$ cat src/rtl/npc_mem_arb_if.sv
// Shared-memory arbiter bundle: IFU and LSU request/response ports
// plus the single downstream memory port.
interface npc_mem_arb_if #(
  parameter int ADDR_WIDTH = 32,
  parameter int DATA_WIDTH = 64
);

  logic                    ifu_req_valid_i;
  logic                    ifu_req_ready_o;
  logic [ADDR_WIDTH-1:0]   ifu_addr_i;
  logic                    ifu_rsp_valid_o;
  logic [DATA_WIDTH-1:0]   ifu_rsp_data_o;

  logic                    lsu_req_valid_i;
  logic                    lsu_req_ready_o;
  logic [ADDR_WIDTH-1:0]   lsu_addr_i;
  logic                    lsu_wen_i;
  logic [DATA_WIDTH-1:0]   lsu_wdata_i;
  logic [DATA_WIDTH/8-1:0] lsu_wstrb_i;
  logic                    lsu_rsp_valid_o;
  logic [DATA_WIDTH-1:0]   lsu_rsp_data_o;

  logic                    mem_req_valid_o;
  logic                    mem_req_ready_i;
  logic [ADDR_WIDTH-1:0]   mem_addr_o;
  logic                    mem_wen_o;
  logic [DATA_WIDTH-1:0]   mem_wdata_o;
  logic [DATA_WIDTH/8-1:0] mem_wstrb_o;
  logic                    mem_rsp_valid_i;
  logic [DATA_WIDTH-1:0]   mem_rsp_data_i;

  logic                    busy_o;

  modport slave (
    input  ifu_req_valid_i,
    output ifu_req_ready_o,
    input  ifu_addr_i,
    output ifu_rsp_valid_o,
    output ifu_rsp_data_o,
    input  lsu_req_valid_i,
    output lsu_req_ready_o,
    input  lsu_addr_i,
    input  lsu_wen_i,
    input  lsu_wdata_i,
    input  lsu_wstrb_i,
    output lsu_rsp_valid_o,
    output lsu_rsp_data_o,
    output mem_req_valid_o,
    input  mem_req_ready_i,
    output mem_addr_o,
    output mem_wen_o,
    output mem_wdata_o,
    output mem_wstrb_o,
    input  mem_rsp_valid_i,
    input  mem_rsp_data_i,
    output busy_o
  );

  modport master (
    output ifu_req_valid_i,
    input  ifu_req_ready_o,
    output ifu_addr_i,
    input  ifu_rsp_valid_o,
    input  ifu_rsp_data_o,
    output lsu_req_valid_i,
    input  lsu_req_ready_o,
    output lsu_addr_i,
    output lsu_wen_i,
    output lsu_wdata_i,
    output lsu_wstrb_i,
    input  lsu_rsp_valid_o,
    input  lsu_rsp_data_o,
    input  mem_req_valid_o,
    output mem_req_ready_i,
    input  mem_addr_o,
    input  mem_wen_o,
    input  mem_wdata_o,
    input  mem_wstrb_o,
    output mem_rsp_valid_i,
    output mem_rsp_data_i,
    input  busy_o
  );

endinterface

$ cat src/rtl/npc_mem_arb.sv
// Round-robin arbiter sharing one memory port between IFU and LSU,
// one transaction outstanding: IDLE -> ISSUE -> WAIT -> RESP.
module npc_mem_arb #(
  parameter int ADDR_WIDTH = 32,
  parameter int DATA_WIDTH = 64
) (
  input logic         clk,
  input logic         rst_n,
  npc_mem_arb_if.slave bus
);

  localparam int STRB_WIDTH = DATA_WIDTH / 8;

  typedef enum logic [1:0] {
    IDLE,
    ISSUE,
    WAIT,
    RESP
  } state_e;

  typedef enum logic {
    SRC_IFU,
    SRC_LSU
  } src_e;

  state_e state_q;
  state_e state_d;
  src_e   last_q;
  src_e   owner_q;
  src_e   winner;

  logic                  any_req;
  logic                  grant;
  logic                  rsp_take;

  logic [ADDR_WIDTH-1:0] addr_q;
  logic                  wen_q;
  logic [DATA_WIDTH-1:0] wdata_q;
  logic [STRB_WIDTH-1:0] wstrb_q;
  logic [DATA_WIDTH-1:0] ifu_data_q;
  logic [DATA_WIDTH-1:0] lsu_data_q;

  // On a conflict the requester that did not win last time goes first.
  always_comb begin
    any_req = bus.ifu_req_valid_i | bus.lsu_req_valid_i;
    winner  = SRC_IFU;
    unique case (1'b1)
      bus.ifu_req_valid_i && bus.lsu_req_valid_i:
        winner = (last_q == SRC_IFU) ? SRC_LSU : SRC_IFU;
      bus.lsu_req_valid_i && !bus.ifu_req_valid_i:
        winner = SRC_LSU;
      default:
        winner = SRC_IFU;
    endcase
  end

  // rst_n gates the grant so ready stays low while reset is held.
  assign grant    = rst_n && (state_q == IDLE) && any_req;
  assign rsp_take = (state_q == WAIT) && bus.mem_rsp_valid_i;

  always_comb begin
    state_d = state_q;
    unique case (state_q)
      IDLE:    if (any_req) state_d = ISSUE;
      ISSUE:   if (bus.mem_req_ready_i) state_d = WAIT;
      WAIT:    if (bus.mem_rsp_valid_i) state_d = RESP;
      RESP:    state_d = IDLE;
      default: state_d = IDLE;
    endcase
  end

  always_ff @(posedge clk or negedge rst_n) begin
    if (!rst_n) begin
      state_q <= IDLE;
      last_q  <= SRC_IFU;
      owner_q <= SRC_IFU;
    end else begin
      state_q <= state_d;
      if (grant) begin
        last_q  <= winner;
        owner_q <= winner;
      end
    end
  end

  // IFU requests are reads: the write fields are cleared.
  always_ff @(posedge clk or negedge rst_n) begin
    if (!rst_n) begin
      addr_q  <= '0;
      wen_q   <= 1'b0;
      wdata_q <= '0;
      wstrb_q <= '0;
    end else if (grant) begin
      if (winner == SRC_LSU) begin
        addr_q  <= bus.lsu_addr_i;
        wen_q   <= bus.lsu_wen_i;
        wdata_q <= bus.lsu_wdata_i;
        wstrb_q <= bus.lsu_wstrb_i;
      end else begin
        addr_q  <= bus.ifu_addr_i;
        wen_q   <= 1'b0;
        wdata_q <= '0;
        wstrb_q <= '0;
      end
    end
  end

  always_ff @(posedge clk or negedge rst_n) begin
    if (!rst_n) begin
      ifu_data_q <= '0;
      lsu_data_q <= '0;
    end else if (rsp_take) begin
      if (owner_q == SRC_LSU) begin
        lsu_data_q <= bus.mem_rsp_data_i;
      end else begin
        ifu_data_q <= bus.mem_rsp_data_i;
      end
    end
  end

  assign bus.ifu_req_ready_o = grant && (winner == SRC_IFU);
  assign bus.lsu_req_ready_o = grant && (winner == SRC_LSU);

  assign bus.mem_req_valid_o = (state_q == ISSUE);
  assign bus.mem_addr_o      = addr_q;
  assign bus.mem_wen_o       = wen_q;
  assign bus.mem_wdata_o     = wdata_q;
  assign bus.mem_wstrb_o     = wstrb_q;

  assign bus.ifu_rsp_valid_o =
    (state_q == RESP) && (owner_q == SRC_IFU);
  assign bus.lsu_rsp_valid_o =
    (state_q == RESP) && (owner_q == SRC_LSU);
  assign bus.ifu_rsp_data_o  = ifu_data_q;
  assign bus.lsu_rsp_data_o  = lsu_data_q;

  assign bus.busy_o = (state_q != IDLE);

endmodule

$ cat src/flat_wrapper.sv
// flat-port wrapper written by rule: the top's interface ports become plain ports
module npc_mem_arb_flat 
#(
  parameter int ADDR_WIDTH = 32,
  parameter int DATA_WIDTH = 64
)
  (clk, rst_n, bus_ifu_req_valid_i, bus_ifu_req_ready_o, bus_ifu_addr_i, bus_ifu_rsp_valid_o, bus_ifu_rsp_data_o, bus_lsu_req_valid_i, bus_lsu_req_ready_o, bus_lsu_addr_i, bus_lsu_wen_i, bus_lsu_wdata_i, bus_lsu_wstrb_i, bus_lsu_rsp_valid_o, bus_lsu_rsp_data_o, bus_mem_req_valid_o, bus_mem_req_ready_i, bus_mem_addr_o, bus_mem_wen_o, bus_mem_wdata_o, bus_mem_wstrb_o, bus_mem_rsp_valid_i, bus_mem_rsp_data_i, bus_busy_o);
  npc_mem_arb_if #(.ADDR_WIDTH(ADDR_WIDTH), .DATA_WIDTH(DATA_WIDTH)) bus_i ();
  input logic clk;
  input logic rst_n;
  input wire logic [$bits(bus_i.ifu_req_valid_i)-1:0] bus_ifu_req_valid_i;
  output wire logic [$bits(bus_i.ifu_req_ready_o)-1:0] bus_ifu_req_ready_o;
  input wire logic [$bits(bus_i.ifu_addr_i)-1:0] bus_ifu_addr_i;
  output wire logic [$bits(bus_i.ifu_rsp_valid_o)-1:0] bus_ifu_rsp_valid_o;
  output wire logic [$bits(bus_i.ifu_rsp_data_o)-1:0] bus_ifu_rsp_data_o;
  input wire logic [$bits(bus_i.lsu_req_valid_i)-1:0] bus_lsu_req_valid_i;
  output wire logic [$bits(bus_i.lsu_req_ready_o)-1:0] bus_lsu_req_ready_o;
  input wire logic [$bits(bus_i.lsu_addr_i)-1:0] bus_lsu_addr_i;
  input wire logic [$bits(bus_i.lsu_wen_i)-1:0] bus_lsu_wen_i;
  input wire logic [$bits(bus_i.lsu_wdata_i)-1:0] bus_lsu_wdata_i;
  input wire logic [$bits(bus_i.lsu_wstrb_i)-1:0] bus_lsu_wstrb_i;
  output wire logic [$bits(bus_i.lsu_rsp_valid_o)-1:0] bus_lsu_rsp_valid_o;
  output wire logic [$bits(bus_i.lsu_rsp_data_o)-1:0] bus_lsu_rsp_data_o;
  output wire logic [$bits(bus_i.mem_req_valid_o)-1:0] bus_mem_req_valid_o;
  input wire logic [$bits(bus_i.mem_req_ready_i)-1:0] bus_mem_req_ready_i;
  output wire logic [$bits(bus_i.mem_addr_o)-1:0] bus_mem_addr_o;
  output wire logic [$bits(bus_i.mem_wen_o)-1:0] bus_mem_wen_o;
  output wire logic [$bits(bus_i.mem_wdata_o)-1:0] bus_mem_wdata_o;
  output wire logic [$bits(bus_i.mem_wstrb_o)-1:0] bus_mem_wstrb_o;
  input wire logic [$bits(bus_i.mem_rsp_valid_i)-1:0] bus_mem_rsp_valid_i;
  input wire logic [$bits(bus_i.mem_rsp_data_i)-1:0] bus_mem_rsp_data_i;
  output wire logic [$bits(bus_i.busy_o)-1:0] bus_busy_o;
  assign bus_i.ifu_req_valid_i = bus_ifu_req_valid_i;
  assign bus_ifu_req_ready_o = bus_i.ifu_req_ready_o;
  assign bus_i.ifu_addr_i = bus_ifu_addr_i;
  assign bus_ifu_rsp_valid_o = bus_i.ifu_rsp_valid_o;
  assign bus_ifu_rsp_data_o = bus_i.ifu_rsp_data_o;
  assign bus_i.lsu_req_valid_i = bus_lsu_req_valid_i;
  assign bus_lsu_req_ready_o = bus_i.lsu_req_ready_o;
  assign bus_i.lsu_addr_i = bus_lsu_addr_i;
  assign bus_i.lsu_wen_i = bus_lsu_wen_i;
  assign bus_i.lsu_wdata_i = bus_lsu_wdata_i;
  assign bus_i.lsu_wstrb_i = bus_lsu_wstrb_i;
  assign bus_lsu_rsp_valid_o = bus_i.lsu_rsp_valid_o;
  assign bus_lsu_rsp_data_o = bus_i.lsu_rsp_data_o;
  assign bus_mem_req_valid_o = bus_i.mem_req_valid_o;
  assign bus_i.mem_req_ready_i = bus_mem_req_ready_i;
  assign bus_mem_addr_o = bus_i.mem_addr_o;
  assign bus_mem_wen_o = bus_i.mem_wen_o;
  assign bus_mem_wdata_o = bus_i.mem_wdata_o;
  assign bus_mem_wstrb_o = bus_i.mem_wstrb_o;
  assign bus_i.mem_rsp_valid_i = bus_mem_rsp_valid_i;
  assign bus_i.mem_rsp_data_i = bus_mem_rsp_data_i;
  assign bus_busy_o = bus_i.busy_o;
  npc_mem_arb #(.ADDR_WIDTH(ADDR_WIDTH), .DATA_WIDTH(DATA_WIDTH)) u_core (.clk(clk), .rst_n(rst_n), .bus(bus_i));
endmodule
$ cat config.mk
export PLATFORM = sky130hd
export DESIGN_NAME = npc_mem_arb_flat
export DESIGN_NICKNAME = d
export VERILOG_FILES = /design/src/rtl/npc_mem_arb_if.sv /design/src/rtl/npc_mem_arb.sv /design/src/flat_wrapper.sv
export SDC_FILE = /design/constraint.sdc
export NUM_CORES = 1
export LEC_CHECK = 0
export BUFFER_PORTS_ARGS = -buffer_cell sky130_fd_sc_hd__buf_4
export CAP_MARGIN = 10
export CORE_AREA = 3 3 173 175
export CTS_BUF_LIST = sky130_fd_sc_hd__clkbuf_16
export CTS_CLUSTER_SIZE = 14
export DETAILED_ROUTE_END_ITERATION = 10
export DIE_AREA = 0 0 176 178
export PLACE_DENSITY = 0.58
export SETUP_SLACK_MARGIN = 0.02
export SLEW_MARGIN = 20
export SYNTH_ARGS = -nofsm -noshare
export SYNTH_HDL_FRONTEND = slang
export SYNTH_SLANG_ARGS = --single-unit
$ cat constraint.sdc
create_clock -name clk -period 1.97 [get_ports clk]
set_input_delay 0.394 -clock clk [delete_from_list [all_inputs] [get_ports clk]]
set_output_delay 0.394 -clock clk [all_outputs]
set_load 0.1 [all_outputs]
Word level (Yosys, flattened, before mapping) --
Cells that the tools add are included.
Storage, ports and cells: flip-flop bits (word level) 236, logic and storage cells 42, output and inout port bits 239, bits of input ports 207
Operators by class: equality and inequality tests 6, bitwise gates (word level) 3, reductions and logical operators 15, multiplexer cells 10
Operators by type and width (number):
- $mux 64 | 1
- $mux 32 | 1
- $logic_and 1x1->1 | 9
- $mux 8 | 1
- $pmux 2 s4 | 1
- $mux 2 | 3
- $eq 2x2->1 const B | 2
- $ne 2x1->1 const B | 2
- $reduce_and 2->1 | 2
- $reduce_and 3->1 | 1
- $eq 2x1->1 const B | 1
- $logic_not 2->1 | 1
- $mux 1 | 2
- $ne 2x2->1 const B | 1
- $not 1->1 | 2
- $pmux 1 s2 | 1
- $reduce_bool 2->1 | 1
- $logic_not 1->1 | 1
- $or 1x1->1 | 1

Depth between registers and ports, before layout --
Gate-level depths: netlist of run 1.
depth after elaboration 5, mapped depth 7, gate-level depth less buffers 5

Least setup slack after synthesis of run 1 --
Ideal clock, no wire load.
kind register -> output, start reg u_core.state_q[0], end out bus_ifu_rsp_valid_o, path buffers 0, data required time 1576 ps, setup slack -302 ps, cell stages (with the launch flop) 3, arrival time 1878 ps, cell sequence dfrtp_1 -> ha_1 -> nor2b_1
Between the ends: word-level cells in the longest chain between the ends 2
Ends and longest elaborated chain:
- start, declared | line npc_mem_arb.sv:26 | state_e state_q;
- start signal, assigned | line npc_mem_arb.sv:78 | state_q <= state_d;
- $eq 2x2->1 | line npc_mem_arb.sv:131 | (state_q == RESP) && (owner_q == SRC_IFU);
- $logic_and 1x1->1 | line npc_mem_arb.sv:131
- end, declared | line flat_wrapper.sv:14 | output wire logic [$bits(bus_i.ifu_rsp_valid_o)-1:0] bus_ifu_rsp_valid_o;
Every way passes these cells.

Worst setup path in the final report of run 1 --
start reg u_core.state_q[0], end out bus_lsu_req_ready_o
Between the ends: word-level cells in the longest chain between the ends 4
Ends and longest elaborated chain:
- $logic_not 2->1 | line npc_mem_arb.sv:58 | assign grant = rst_n && (state_q == IDLE) && any_req;
- $logic_and 1x1->1 (2 in series) | line npc_mem_arb.sv:58
- $logic_and 1x1->1 | line npc_mem_arb.sv:122 | assign bus.lsu_req_ready_o = grant && (winner == SRC_LSU);
- end, declared | line flat_wrapper.sv:17 | output wire logic [$bits(bus_i.lsu_req_ready_o)-1:0] bus_lsu_req_ready_o;
Every way passes these cells.

==> results of run 1 <==
-- layer usage --
| layer | GRT usage, % | up-vias | wire length (µm) |
|---|---|---|---|
| met5 | 0 | - | 0 |
| met2 | 28.35 | 291 | 13560 |
| met1 | 20.44 | 3243 | 10840 |
| li1 | - | 3018 | - |
| met3 | 5.130 | 49 | 2422 |
| met4 | 5.213 | 0 | 736 |
-- cell usage after synthesis --
cell,instances
inv_2,1
and2_0,26
clkbuf_1,3
a21oi_2,2
dfrtp_1,236
buf_6,3
inv_1,4
a21o_1,1
o211ai_2,1
ha_1,4
a22o_1,73
a221oi_1,1
mux2_1,22
and2_1,7
mux2_2,107
nand3_2,1
nor2_1,1
nor2b_1,2
buf_4,9
nand3_4,1
buf_2,22
o32a_1,1
nand3_1,2
a221o_1,32
-- worst max-delay path by stage --
stage                           start                             to  slack (ns)  depth (start not counted)
floorplan           u_core.state_q[0]            bus_lsu_req_ready_o        0.03                          5
global placement    u_core.state_q[0]  u_core.bus.ifu_rsp_data_o[58]        0.12                          5
detailed placement  u_core.state_q[0]  u_core.bus.ifu_rsp_data_o[51]        0.11                          5
CTS                 u_core.state_q[0]            bus_lsu_req_ready_o       -0.08                          5
global route        u_core.state_q[0]            bus_lsu_req_ready_o       -0.11                          5
finish              u_core.state_q[0]            bus_lsu_req_ready_o       -0.05                          5
-- through the flow --
step                      hold WS [ns]  instance area [µm²]
after floorplan                0.09841                 8931
after global placement          0.1966                12830
after detailed placement        0.1969                12830
after CTS                      0.02756                13800
after global routing           0.04933                13830
final                         -0.01397                13830
-- cell families after synthesis --
group / Yosys count
AO/OA/AOI/OAI: 111
flip-flops: 236
buffers and inverters: 42
multiplexers: 129
AND/OR/NAND/NOR: 40
adder cells (fa/ha/maj): 4
-- layout make-up --
class / instances / area share [%]
well taps: 384 / 3.474
multi-input cells: 284 / 20.44
repair buffers: 472 / 27.10
clock buffers: 29 / 5.247
flip-flops and latches: 236 / 42.70
inverters: 5 / 0.1538
clock inverters: 17 / 0.8774
-- registers in the layout, summed over array words and instances, names as in the netlist --
register	flops
u_core.bus.mem_wstrb_o	8
u_core.state_q	2
u_core.bus.lsu_rsp_data_o	64
u_core.last_q	1
u_core.bus.ifu_rsp_data_o	64
u_core.bus.mem_addr_o	32
u_core.bus.mem_wdata_o	64
u_core.bus.mem_wen_o	1
-- repair_timing --
action                                  4_1_cts  5_1_grt
buffers inserted                              5        1
endpoints found under the setup margin        5       18
resized for setup                            21        6
hold buffers                                  1        0
cloned                                        0        0
hold endpoints to repair                     27        0
-- cell usage in the layout (no fill, tap or decap), types with 2 or more instances in the layout --
master,count
buf_12,15
and2_0,26
inv_1,4
clkinv_2,4
and2_1,7
a221o_1,32
mux2_1,22
bufinv_16,2
buf_8,2
buf_4,454
mux2_2,107
clkinv_1,8
inv_2,3
a22o_1,73
ha_2,2
nand3_4,2
clkbuf_16,29
dfrtp_1,235
-- critical path: stages (launching register included) --
cell     delay, ns
dfrtp_1       0.39
inv_2         0.09
ha_4          0.15
nand3_2       0.07
a21oi_4       0.19
buf_12        0.20
==> reports/qor.yml, run 1 <==
status: "complete, but fails checks"
violations: "hold timing, setup timing"
slew_headroom_pct: 51.70
regToRegStartpoint: "u_core.state_q[0]"
fillers: 2554
synthCells: 562
grt_max_degree: 132
rr_endpoint: "u_core.bus.ifu_rsp_data_o[51]"
drt_iter0_drc: 298
timing.hold.ws_ns: -0.01397
dp_hpwl_um: 20050
ant_nets: 0
wl_um: 27570
setup_slack_ns: -0.05297
register_area_um2: 5907
fin_util_pct: 48.32
startpoint_type: "register"
area_growth_pct: 54.96
n_antenna_cell: 0
numCtsBuffers: 28
yosys.area_share.xor_xnor_pct: 0
hold_viol: 24
ys_seq_area_share_pct: 66.16
core_area_um2: 28630
fp-row-count: 62
port_buffers: 445
cp_data_required_time_ns: 1.58
clock_latency_ns: 0.53
fmax_ghz: 0.4943
multi_input_area_um2: 2828
via_per_inst: 4.626
netlist_area_um2: 8926
root_buffer: "clkbuf_16"
min_path_type: "in -> async"
synth.mux.area_fraction_pct: 16.27
clkSlewWorstSetupHoldPaths_ns: 0.06
setup-violations-final: 2
cp.arrival_ns: 1.63
fin_cells: 1427
path_max_fanout: 3
rr_worst_depth: 6
avgSynthCellArea_um2: 15.88
cts_buffer_depth: 3
yosys_warnings: 0
rsz0062_at_grt: "yes"
final_max_slew_viol_count: 0
synth_top_family_by_area: "multiplexers"
drive_above_1_share_pct: 60.21
dp.cells: 1374
finClkSkew_ns: 0.009904
fin_crit_sh_pct: 102.7
synth.area.top_cells: "dfrtp_1, mux2_2, a22o_1, a221o_1, mux2_1"
yosysUniqueCellTypes: 24
grt_pass1_wl_um: 41430
numClockSinks: 236
synth_top_area_share_pct: 66.16
grt_usage_pct: 16.69
drc: 0
fp.dieH_um: 178
crit_type: "reg -> out"
via_count: 6601
cts_tree: "yes"
ys_seq_elements: 236
io_pins: 446
dieArea_um2: 31330
die_width_um: 176
synth_top_area_cell: "dfrtp_1"
r2r_setup_slack_ns: 0.19
synth_compound_area_share_pct: 11.38
final_nets: 1238
place_ws_ns: 0.1057
overflow: 0
antenna_found_initial: 0
initial_core_util_pct: 31.18
yosys.area_share.simple_pct: 2.916
synth.net_count: 773
fin_setup_tns_ns: -0.1014
avgRoutedWirePerCell_um: 19.32
ctsHtreeMaxLevel: 1
end_kind: "output pin"
cap_violations: 0
gp_congestion: 0.8406
fin_crit_ns: 2.023
drt-pass1-iter-count: 6
synth-adder-area-share_pct: 0.5607
grt_pass1_vias: 6988
worst_slew_pin_slew_ns: 0.7245
Power of run 1 is left out: the tool's default activity adds up to more than one toggle a clock period on the data nets, which glitch-free logic cannot reach.
==> inputs of run 2 (changes only) <==
SKIP_CTS_REPAIR_TIMING = 1   (was not set)
==> run 2 against run 1 <==
The flow still finishes with violations (hold timing, setup timing). Worst setup slack worse by 0.015 ns. Critical path depth stayed put. Worst hold slack worse by 0.024 ns. Via count is 0.11% lower. Global-route usage is 0.13 points lower. First-iteration DRC count is 1.7% higher. Sequential cell count stayed put. Clock skew hardly changed. Design area hardly changed. Utilization hardly changed. Critical path type unchanged. Critical endpoint is now bus_ifu_req_ready_o.
==> reports/qor.yml, run 2 (synthesized netlist as in run 1, its figures left out) <==
ctsHtreeMaxLevel: 1
ant_nets: 0
final_max_slew_viol_count: 0
finClkSkew_ns: 0.009603
setup-violations-final: 4
worst_slew_pin_slew_ns: 0.7307
cts_buffer_depth: 3
drc: 0
dpl_cell_area_um2: 12830
setup_slack_ns: -0.06760
final_cell_mix: "buf_4, dfrtp_1, mux2_2, a22o_1, a221o_1"
grt_pass1_vias: 6938
via_count: 6594
crit_type: "reg -> out"
final_common_cell: "buf_4"
fp-row-count: 62
fin_crit_ns: 2.038
die_width_um: 176
top_usage_layer: "met2"
root_buffer: "clkbuf_16"
status: "complete, but fails checks"
cap_violations: 0
drive_above_1_share_pct: 60.13
drt-pass1-iter-count: 4
avgRoutedWirePerCell_um: 19.32
io_pins: 446
cts_tree: "yes"
numClockSinks: 236
hold_viol: 27
slew_headroom_pct: 51.29
fin_crit_sh_pct: 103.4
rsz0062_at_grt: "yes"
via_per_inst: 4.627
dp_hpwl_um: 20050
wl_um: 27530
grt_usage_pct: 16.56
drt_iter0_drc: 303
use_met3_pct: 5.172
end_kind: "output pin"
violations: "hold timing, setup timing"
grt_max_degree: 132
cp_data_required_time_ns: 1.58
met1_usage_pct: 20.36
fillers: 2554
gp_congestion: 0.8406
path_max_fanout: 3
min_path_type: "in -> async"
crit_chain: "inv_2 > ha_4 > nand3_2 > a21oi_2 > buf_12"
grt_pass1_wl_um: 41120
clock_latency_ns: 0.53
overflow: 0
fp.dieH_um: 178
cp.arrival_ns: 1.64
numCtsBuffers: 28
fin_setup_tns_ns: -0.2172
finalInstanceArea_um2: 13820
clkSlewWorstSetupHoldPaths_ns: 0.06
dieArea_um2: 31330
area_growth_pct: 54.82
initial_core_util_pct: 31.18
n_antenna_cell: 0
port_buffers: 445
use_met2_pct: 27.96
startpoint_type: "register"
cp_slowest_cell: "dfrtp_1"
fmax_ghz: 0.4908
antenna_found_initial: 0
worst_path_largest_cell_delay_ns: 0.41
final_nets: 1236
core_area_um2: 28630
timing.hold.ws_ns: -0.03821
place_ws_ns: 0.1057
[run 2: stage by stage]
step                      cells  util [%]
after CTS                  1420     47.78
final                      1425     48.28
after floorplan             562         -
after global routing       1425     48.28
after detailed placement   1374     44.82
after global placement     1374     44.82
[run 2: path summary, 6_finish.rpt]
check | startpoint | end | slack (ns) | cells after the start
max | u_core.state_q[1] | bus_ifu_req_ready_o | -0.07 | 5
min | rst_n | u_core.bus.mem_addr_o[5] | -0.04 | 2
max reg2reg | u_core.state_q[1] | u_core.bus.ifu_rsp_data_o[51] | 0.12 | 5
min reg2reg | u_core.bus.lsu_rsp_data_o[4] | u_core.bus.lsu_rsp_data_o[4] | 0.49 | 1
max in group asynchronous | rst_n | u_core.bus.ifu_rsp_data_o[45] | 1.39 | 2
min in group clk | bus_lsu_wstrb_i[7] | u_core.bus.mem_wstrb_o[7] | 0.08 | 2
[run 2: area by class of cell]
cell class / instances / area [µm²] / area share (%)
Tap cell: 384 / 480.5 / 3.477
Sequential cell: 236 / 5907 / 42.74
Inverter: 5 / 21.27 / 0.1539
Clock inverter: 17 / 121.4 / 0.8782
Clock buffer: 29 / 725.7 / 5.251
Multi-Input combinational cell: 284 / 2830 / 20.48
Timing Repair Buffer: 470 / 3734 / 27.02
[run 2: critical path, delay by kind of cell (launching register included)]
kind / cells / cell delay, ns
flip-flops: 1 / 0.41
buffers and inverters: 2 / 0.29
AO/OA/AOI/OAI: 1 / 0.18
adder cells (fa/ha/maj): 1 / 0.16
AND/OR/NAND/NOR: 1 / 0.07
[run 2: layer usage]
metal  part of all wire [%]  up-vias
met5                      0        -
li1                       -     3014
met2                     49      287
met4                    2.7        0
met1                     39     3246
met3                    9.0       47
Power of run 2 is left out for the same reason.
==> inputs of run 3 (changes only) <==
CELL_PAD_IN_SITES_DETAIL_PLACEMENT = 0   (was not set)
CELL_PAD_IN_SITES_GLOBAL_PLACEMENT = 2   (was not set)
CORE_AREA = not set   (was 3 3 173 175)
CORE_ASPECT_RATIO = 1.25   (was not set)
CORE_MARGIN = 3   (was not set)
CORE_UTILIZATION = 29   (was not set)
DIE_AREA = not set   (was 0 0 176 178)
PLACE_DENSITY = 0.79   (was 0.58)
==> run 3 against run 2 <==
The flow still finishes with violations (hold timing, setup timing). Cell count up 1.5%. Critical path depth up 1. Sequential share of layout area down 0.14 points. Count of clock-buffer cells in the layout down 2. Critical endpoint unchanged.
==> reports/qor.yml, run 3 (synthesized netlist as in run 1, its figures left out) <==
min_path_type: "in -> async"
setup_slack_ns: -0.1099
fillers: 2828
initial_core_util_pct: 29.55
place_ws_ns: 0.1168
end_kind: "output pin"
gp_congestion: 0.7387
grt_max_degree: 138
final_cell_mix: "buf_4, dfrtp_1, mux2_2, a22o_1, a221o_1"
violations: "hold timing, setup timing"
cts_buffer_depth: 3
cp_slowest_cell: "dfrtp_1"
crit_buf_inv: 3
cp_data_required_time_ns: 1.58
drt_iter0_drc: 287
fp-row-count: 71
worst_path_largest_cell_delay_ns: 0.40
via_count: 6588
antenna_found_initial: 0
finClkSkew_ns: 0.01410
dp.cells: 1393
setup-violations-final: 4
dp_hpwl_um: 20990
final_max_slew_viol_count: 0
numCtsBuffers: 26
cts_tree: "yes"
fin_crit_ns: 2.080
root_buffer: "clkbuf_16"
avgRoutedWirePerCell_um: 19.34
area_growth_pct: 55.30
cap_violations: 0
grt_usage_pct: 16.44
ctsHtreeMaxLevel: 1
hold_viol: 15
core_area_um2: 30200
wl_um: 27980
overflow: 0
dpl_cell_area_um2: 12870
io_pins: 446
cp_top_family: "flip-flops"
cp.arrival_ns: 1.69
n_antenna_cell: 0
final_nets: 1237
final_common_cell: "buf_4"
clock_latency_ns: 0.53
numClockSinks: 236
grt_pass1_wl_um: 42730
drt-pass1-iter-count: 4
clkSlewWorstSetupHoldPaths_ns: 0.06
finalInstanceArea_um2: 13860
worst_slew_pin_slew_ns: 0.8491
drive_above_1_share_pct: 59.75
status: "complete, but fails checks"
fin_cells: 1447
slew_headroom_pct: 43.40
timing.hold.ws_ns: -0.04408
fmax_ghz: 0.4808
ant_nets: 0
drc: 0
die_width_um: 162.9
grt_pass1_vias: 7176
port_buffers: 445
startpoint_type: "register"
crit_type: "reg -> out"
path_max_fanout: 4
crit_chain: "inv_2 > ha_4 > buf_6 > nand3_4 > a21oi_4 > buf_12"
dieArea_um2: 32930
rsz0062_at_grt: "yes"
fp.dieH_um: 202.2
via_per_inst: 4.553
fin_crit_sh_pct: 105.6
## run 3: cell count changes in the layout (fill, tap and decap cells not counted), sizes merged
cell	change
buf	+3
bufinv	+1
clkbuf	-2
inv	+4
clkinv	-1
## run 3: routing by layer
| layer | share of wire, % | GRT usage, % | vias to the layer above |
|---|---|---|---|
| met5 | 0 | 0 | - |
| met4 | 1.7 | 3.898 | 0 |
| met3 | 10 | 5.740 | 33 |
| met2 | 50 | 28.38 | 311 |
| met1 | 38 | 19.66 | 3241 |
| li1 | - | - | 3003 |
## run 3: per-stage QoR
step | setup TNS [ns] | util (%)
2_1_floorplan | 0 | -
3_3_place_gp | 0 | 42.62
3_5_place_dp | 0 | 42.62
4_1_cts | -1.046 | 45.41
5_1_grt | -0.6104 | 45.89
6_report | -0.3159 | 45.89
## run 3: cell type report
class / instances / area, µm² / area share (%)
Clock inverter: 21 / 167.7 / 1.210
Multi-Input combinational cell: 284 / 2845 / 20.53
Tap cell: 401 / 501.7 / 3.619
Timing Repair Buffer: 473 / 3747 / 27.03
Sequential cell: 236 / 5906 / 42.60
Inverter: 5 / 18.77 / 0.1354
Clock buffer: 27 / 675.6 / 4.874
## run 3: final timing paths
path / start / end / slack (ns) / cells after the start
max in group asynchronous: rst_n / u_core.bus.mem_wdata_o[4] / 0.34 / 4
setup / recovery: u_core.state_q[0] / bus_ifu_req_ready_o / -0.11 / 6
min in group clk: bus_mem_rsp_data_i[5] / u_core.bus.lsu_rsp_data_o[5] / 0.08 / 2
setup reg to reg: u_core.state_q[0] / u_core.bus.ifu_rsp_data_o[36] / 0.14 / 5
hold reg to reg: u_core.bus.lsu_rsp_data_o[46] / u_core.bus.lsu_rsp_data_o[46] / 0.49 / 1
hold / removal: rst_n / u_core.bus.lsu_rsp_data_o[38] / -0.04 / 2
Power of run 3 is left out for the same reason.
